<file path="src/rtl/calc_pkg.sv">
// Shared constants for the sequential multiplier.
//   S_IDLE / S_RUN / S_DONE : FSM state encodings (2'b11 is unused)
//   ITER                    : number of shift-add iterations per product
//   LAST_CNT                : iteration counter value in the final RUN cycle
package calc_pkg;

  localparam logic [1:0] S_IDLE = 2'b00;
  localparam logic [1:0] S_RUN  = 2'b01;
  localparam logic [1:0] S_DONE = 2'b10;

  localparam int unsigned ITER     = 8;
  localparam logic [3:0]  LAST_CNT = 4'(ITER - 1);

endpackage

</file>
<file path="src/rtl/FullAdder_8bit.sv">
// 8-bit ripple-carry adder.
//   a, b    : 8-bit addends
//   sel     : carry-in
//   s0..s7  : sum bits, s0 is the LSB
//   co      : carry-out of bit 7
module FullAdder_8bit (
  input  logic [7:0] a,
  input  logic [7:0] b,
  input  logic       sel,
  output logic       s0,
  output logic       s1,
  output logic       s2,
  output logic       s3,
  output logic       s4,
  output logic       s5,
  output logic       s6,
  output logic       s7,
  output logic       co
);

  logic [8:0] c;
  logic [7:0] s;

  assign c[0] = sel;

  for (genvar i = 0; i < 8; i++) begin : g_bit
    assign s[i]   = a[i] ^ b[i] ^ c[i];
    assign c[i+1] = (a[i] & b[i]) | (a[i] & c[i]) | (b[i] & c[i]);
  end

  assign {s7, s6, s5, s4, s3, s2, s1, s0} = s;
  assign co = c[8];

endmodule

</file>
<file path="src/rtl/mult_seq_8bit.sv">
// Sequential shift-and-add 8x8 unsigned multiplier.
//   clk    : clock, rising edge
//   rst_n  : synchronous active-low reset
//   start  : request, sampled only when idle
//   a, b   : multiplicand / multiplier, captured on an accepted start
//   busy   : high while running and during the done cycle
//   done   : one-cycle completion pulse
//   p      : 16-bit product
// WIDTH must be 8 (the shared adder is fixed at 8 bits).
module mult_seq_8bit
  import calc_pkg::*;
#(
  parameter int unsigned WIDTH       = 8,
  parameter bit          HOLD_RESULT = 1'b1
) (
  input  logic                 clk,
  input  logic                 rst_n,
  input  logic                 start,
  input  logic [WIDTH-1:0]     a,
  input  logic [WIDTH-1:0]     b,
  output logic                 busy,
  output logic                 done,
  output logic [2*WIDTH-1:0]   p
);

  logic [1:0]         state_q, state_d;
  logic [WIDTH-1:0]   m_q, m_d;
  logic [WIDTH-1:0]   acc_q, acc_d;
  logic [WIDTH-1:0]   q_q, q_d;
  logic [3:0]         cnt_q, cnt_d;
  logic [2*WIDTH-1:0] p_q, p_d;

  logic [7:0] add_b;
  logic [7:0] sum;
  logic       cout;

  assign add_b = q_q[0] ? m_q : '0;

  FullAdder_8bit u_add (
    .a   (acc_q),
    .b   (add_b),
    .sel (1'b0),
    .s0  (sum[0]),
    .s1  (sum[1]),
    .s2  (sum[2]),
    .s3  (sum[3]),
    .s4  (sum[4]),
    .s5  (sum[5]),
    .s6  (sum[6]),
    .s7  (sum[7]),
    .co  (cout)
  );

  always_comb begin
    state_d = state_q;
    m_d     = m_q;
    acc_d   = acc_q;
    q_d     = q_q;
    cnt_d   = cnt_q;
    p_d     = p_q;
    case (state_q)
      S_IDLE: begin
        if (start) begin
          m_d     = a;
          q_d     = b;
          acc_d   = '0;
          cnt_d   = '0;
          state_d = S_RUN;
        end
      end
      S_RUN: begin
        // {C,S,Q} shifted right one place: carry becomes the new A MSB.
        acc_d = {cout, sum[7:1]};
        q_d   = {sum[0], q_q[7:1]};
        cnt_d = cnt_q + 4'd1;
        if (cnt_q == LAST_CNT) begin
          state_d = S_DONE;
          // Product register loads on the edge entering DONE so it is
          // already valid while done is high.
          p_d     = {cout, sum, q_q[7:1]};
        end
      end
      S_DONE:  state_d = S_IDLE;
      default: state_d = S_IDLE;
    endcase
  end

  always_ff @(posedge clk) begin
    if (!rst_n) begin
      state_q <= S_IDLE;
      m_q     <= '0;
      acc_q   <= '0;
      q_q     <= '0;
      cnt_q   <= '0;
      p_q     <= '0;
    end else begin
      state_q <= state_d;
      m_q     <= m_d;
      acc_q   <= acc_d;
      q_q     <= q_d;
      cnt_q   <= cnt_d;
      p_q     <= p_d;
    end
  end

  assign busy = (state_q == S_RUN) || (state_q == S_DONE);
  assign done = (state_q == S_DONE);
  assign p    = (!HOLD_RESULT && state_q == S_RUN) ? '0 : p_q;

endmodule

</file>
<file path="config.mk">
export PLATFORM = sky130hd
export DESIGN_NAME = mult_seq_8bit
export DESIGN_NICKNAME = d
export VERILOG_FILES = /design/src/rtl/calc_pkg.sv /design/src/rtl/FullAdder_8bit.sv /design/src/rtl/mult_seq_8bit.sv
export SDC_FILE = /design/constraint.sdc
export NUM_CORES = 1
export LEC_CHECK = 0
export ABC_AREA = 1
export BUFFER_PORTS_ARGS = -buffer_cell sky130_fd_sc_hd__buf_2
export CELL_PAD_IN_SITES_DETAIL_PLACEMENT = 1
export CELL_PAD_IN_SITES_GLOBAL_PLACEMENT = 1
export CORE_ASPECT_RATIO = 1.1
export CORE_UTILIZATION = 43
export CTS_CLUSTER_SIZE = 30
export DETAILED_ROUTE_END_ITERATION = 8
export GPL_TIMING_DRIVEN = 0
export PLACE_DENSITY = 0.93
export SYNTH_ARGS = -nofsm -noshare
export SYNTH_HDL_FRONTEND = slang
export SYNTH_SLANG_ARGS = --single-unit
</file>
<file path="constraint.sdc">
create_clock -name clk -period 7.09 [get_ports clk]
set_clock_uncertainty 0.15 [all_clocks]
set_input_delay 0.3545 -clock clk [delete_from_list [all_inputs] [get_ports clk]]
set_output_delay 0.3545 -clock clk [all_outputs]
set_load 0.01 [all_outputs]
</file>
# Yosys cells after proc, flatten, opt, wreduce, memory -nomap -nowiden
# Cells that the tools add are included.
[classes]
addsub = 1
mul = 0
n_div = 0
n_lt_le_gt_ge = 0
eq_ne = 5
shift = 0
n_mux = 10
bitwise_logic = 51
n_reduce_logical = 7
[op_table]
columns = ["cell", "count"]
rows = [
  ["$pmux 8 s2", 2],
  ["$mux 8", 3],
  ["$and 1x1->1", 22],
  ["$xor 1x1->1", 15],
  ["$or 1x1->1", 14],
  ["$pmux 4 s2", 1],
  ["$reduce_and 2->1", 4],
  ["$add 4x1->4 const B", 1],
  ["$eq 4x3->1 const B", 1],
  ["$mux 2", 2],
  ["$mux 4", 1],
  ["$ne 2x2->1 const B", 2],
  ["$pmux 2 s2", 1],
  ["$eq 2x1->1 const B", 1],
  ["$eq 2x2->1 const B", 1],
  ["$logic_not 2->1", 1],
  ["$reduce_bool 2->1", 1],
  ["$logic_or 1x1->1", 1],
]
[totals]
ff_bits = 46
latch_bits = 0
mem_bits_rw = 0
romBits = 0
in_bits = 19
output_inout_bits = 18
wordCells = 80
memories = 0

# Logic depth before layout (Yosys ltp)
[depth]
depth_word = 24
depth_mapped = 17
mapped_depth_nobuf = 16

# Modules after synthesis
# From an unflattened synthesis, not the netlist that was laid out.
[hier_totals]
hier_cells = 284
hier_area_um2 = 2140.8
[modules_own_cells]
columns = ["module", "n_inst", "cells_per_inst", "area_each_um2", "seq_area_each_um2"]
rows = [
  ["mult_seq_8bit", 1, 266, 1943.1, 920.9],
  ["FullAdder_8bit", 1, 18, 197.7, 0.0],
]

# Least setup slack after synthesis
# Ideal clock, no wire load.
[synth_timing]
path_kind = "register to register"
startpoint = "reg q_q[0]"
endpoint = "reg acc_q[6]"
setup_time_ns = 0.132
arrival_ns = 3.523
required_ns = 6.808
slack_ns = 3.285
stages_incl_launch_ff = 18
path_buffers = 1
synth_period_minus_slack_ns = 3.805
path_cell_list = "dfxtp_1 > clkbuf_1 > nand2_1 > inv_1 > ha_1 > inv_1 > fa_1 > inv_1 > fa_1 > inv_1 > fa_1 > fa_1 > fa_1 > fa_1 > fa_1 > inv_1 > nand2_1 > a21oi_1"
[synth_between]
elab_chain_cells = 22
elab_cells_between_ends = 35
cone_classes = "mux (2); bitwise (33)"
[synth_rtl]
columns = ["item", "line_no", "source"]
rows = [
  ["start, declared", "mult_seq_8bit.sv:29", "logic [WIDTH-1:0] q_q, q_d;"],
  ["start signal, assigned", "mult_seq_8bit.sv:100", "q_q <= q_d;"],
  ["$mux 8 (*)", "mult_seq_8bit.sv:37", "assign add_b = q_q[0] ? m_q : '0;"],
  ["$and 1x1->1 (2 in a row)", "FullAdder_8bit.sv:28", "assign c[i+1] = (a[i] & b[i]) | (a[i] & c[i]) | (b[i] & c[i]);"],
  ["$or 1x1->1 (2 in a row)", "FullAdder_8bit.sv:28", ""],
  ["$and 1x1->1", "FullAdder_8bit.sv:28", ""],
  ["$or 1x1->1 (2 in a row)", "FullAdder_8bit.sv:28", ""],
  ["$and 1x1->1", "FullAdder_8bit.sv:28", ""],
  ["$or 1x1->1 (2 in a row)", "FullAdder_8bit.sv:28", ""],
  ["$and 1x1->1", "FullAdder_8bit.sv:28", ""],
  ["$or 1x1->1 (2 in a row)", "FullAdder_8bit.sv:28", ""],
  ["$and 1x1->1", "FullAdder_8bit.sv:28", ""],
  ["$or 1x1->1 (2 in a row)", "FullAdder_8bit.sv:28", ""],
  ["$and 1x1->1", "FullAdder_8bit.sv:28", ""],
  ["$or 1x1->1 (2 in a row)", "FullAdder_8bit.sv:28", ""],
  ["$xor 1x1->1 (*)", "FullAdder_8bit.sv:27", "assign s[i] = a[i] ^ b[i] ^ c[i];"],
  ["$pmux 8 s2 (*)", "mult_seq_8bit.sv:61", "case (state_q)"],
  ["end signal, assigned", "mult_seq_8bit.sv:92", "acc_q <= '0;"],
  ["end signal, assigned", "mult_seq_8bit.sv:99", "acc_q <= acc_d;"],
  ["end, declared", "mult_seq_8bit.sv:28", "logic [WIDTH-1:0] acc_q, acc_d;"],
]
# Every way passes the cells marked *; elsewhere a longest branch is shown, timed or not.
# A chain may end at the register's enable or synchronous reset.

# Worst setup path in the final report
# Same ends and word-level chain as after synthesis.

==> results.cfg <==
[clock_network]
path_clk_slew_ns = 0.09
cts.sinks = 46
clock_latency_ns = 0.30
cts_hold_buf = 0
cts_resized = 0
cts_tree = yes
cts_root_buf = clkbuf_8
cts_setup_buffers = 0
htree_levels = 2
numCtsBuffers = 5
cts_buffer_depth = 2

[drt]
routed_wl_mm = 5.16
wl_per_cell_um = 13.7
firstDrtPassIters = 4
viasPerCell = 4.93
drcViolationCount = 0
ant_nets = 0
vias = 1865
first_iter_violations = 64

[synthesis]
synth_ff_type = dfxtp_1
syn_area_per_cell_um2 = 7.48
async_flop_share_pct = 0
synth_top_area_cell = dfxtp_1
ys_warn_count = 0
synth_top_area_share_pct = 44.1
syn_nets = 310
synth_area_um2 = 2090
ys_seq_area_share_pct = 44.1
synth.most_common_cell = nand2_1
synthTopCellsByCount = nand2_1, dfxtp_1, nor2_1
synth.distinct_cells = 22
synth_edf_count = 0
ys_ff_latch = 46
synthCells = 279
synth.top_cells.by_area = dfxtp_1, nand2_1, a21oi_1

[worst_setup_path]
cp_max_fo = 9
reg2reg_depth = 17
worstReg2RegStart = q_q[0]
slowest_stage = fa_1
regToRegSetupSlack_ns = 2.80
critPathMaxStageDelay_ns = 0.45
reg2reg_to = acc_q[6]
endpoint_kind = register
critical_path_class = reg2reg
cp-start-kind = register
cp_cell_sequence = clkbuf_1 -> nand2_1 -> inv_1 -> ha_1 -> inv_1 -> fa_1 -> inv_1 -> fa_1 -> inv_1 -> fa_1 -> fa_1 -> fa_1 -> fa_1 -> fa_1 -> inv_1 -> nand2_1 -> a21oi_1
critPathMostFrequentCell = fa_1
arrival_ns = 4.38
cp.required_ns = 7.18

[final_layout]
multiInputGateArea_um2 = 985
area_delta_synth_final_pct = 16.3
nets = 352
final_core_util_pct = 52.2
regArea_um2 = 921
fillers = 634
layout-drive-gt1-share_pct = 17.7
n_antenna_cell = 0

[placed_design]
io_buffers = 35
gp_congestion = 0.721
dpl_worst_slack_ns = 2.81
dpl.hpwl_mm = 3.87

[sta]
setup_viol = 0
final.setup.tns_ns = 0
fin_crit_ns = 4.29
tightestPinTransition_ns = 0.571
hold_violations = 0
setup_slack_ns = 2.80
rsz0062_at_grt = false
fmax_mhz = 233
slew_violations = 0
slew_headroom_pct = 62.0
fin_crit_sh_pct = 60.5

[global_route]
grt_pass1_vias = 1947
grt_usage_pct = 22.6
grt_pass1_wl_mm = 8.56
antenna_found_initial = 0
grt-ovfl-total = 0
grt_max_degree = 15

[floorplan]
die_area_um2 = 5140
rows = 26
io_pins = 37
die_y_um = 75.1
coreArea_um2 = 4650
die_w_um = 68.4
initial_core_util_pct = 44.9

[pwr]
ir_drop_mv = 0.106
power_leakage_uw = 0.00108
pwr_density_cell_nw_per_um2 = 208

[hold_path]
holdPathStages = 3
worstHoldStart = a[3]
worstHoldPathType = in2reg
whs_endpoint = m_q[3]

[job]
maxCapViolCount = 0

[run_status]
status = finished clean
==> registers in the layout, indices dropped and copies added, names as in the netlist <==
name / count
q_q: 8
m_q: 8
p: 16
cnt_q: 4
state_q: 2
acc_q: 8
==> per-stage QoR <==
| step | hold slack, ns | std cells | cell area (µm²) | total power (µW) |
|---|---|---|---|---|
| 3_3_place_gp | 0.300 | 370 | 2330 | 338 |
| 3_5_place_dp | 0.306 | 370 | 2330 | 341 |
| 5_1_grt | 0.173 | 378 | 2430 | 525 |
| 2_1_floorplan | 0.289 | 279 | 2090 | 321 |
| 6_report | 0.143 | 378 | 2430 | 505 |
| 4_1_cts | 0.143 | 378 | 2430 | 509 |
==> layout by cell type, fill, tap and decap left out, drive strengths merged, types with 2 or more instances in the layout <==
cell	count
a21oi	31
buf	42
clkbuf	10
clkinv	2
dfxtp	46
fa	7
ha	5
inv	27
nand2	94
nand3	2
nor2	35
o21ai	18
==> critical path: cells and delay by family, from the launching register on <==
kind / cells / cell delay, ns
buffers and inverters: 6 / 0.72
and+or+nand+nor: 2 / 0.17
DFF: 1 / 0.31
AOI/OAI and AO/OA: 1 / 0.14
adders and majority gates: 8 / 2.71
==> cells by family (layout without fill, tap and decap cells) <==
group	after synthesis	count (layout)	synth area share (%)
buffers and inverters	39	82	8.69
DFF	46	46	44.1
AOI/OAI and AO/OA	49	49	12.1
adders and majority gates	12	12	9.71
and+or+nand+nor	133	133	25.4
==> cell type report <==
cell class / instances / share of cell area [%]
Sequential cell: 46 / 37.9
Timing Repair Buffer: 35 / 7.22
Clock inverter: 2 / 0.515
Tap cell: 56 / 2.89
Buffer: 11 / 3.14
Inverter: 28 / 4.33
Clock buffer: 6 / 3.40
Multi-Input combinational cell: 194 / 40.6
==> routing by layer <==
metal	up-vias	GRT usage, %	wire length [µm]
li1	943	-	-
met1	876	25.8	2250
met2	33	41.0	2660
met3	13	3.48	114
met4	0	10.4	135
met5	-	0	0
==> how the worst max path moves through the flow <==
stage,cells after the start,to,slack (ns),start
floorplan,17,acc_q[6],3.28,q_q[0]
detailed placement,17,acc_q[6],2.81,q_q[0]
CTS,17,acc_q[6],2.79,q_q[0]
finish,17,acc_q[6],2.80,q_q[0]
global placement,17,acc_q[6],3.00,q_q[0]
global route,17,p[14],2.58,q_q[0]
==> power by group <==
part	switching (µW)	internal (µW)	total [µW]
Combinational	38.5	20.8	59.3
Sequential	7.06	269	276
Clock	91.8	78.5	170
Total	137	368	505
No activity file was read; power rests on OpenSTA's default activity.
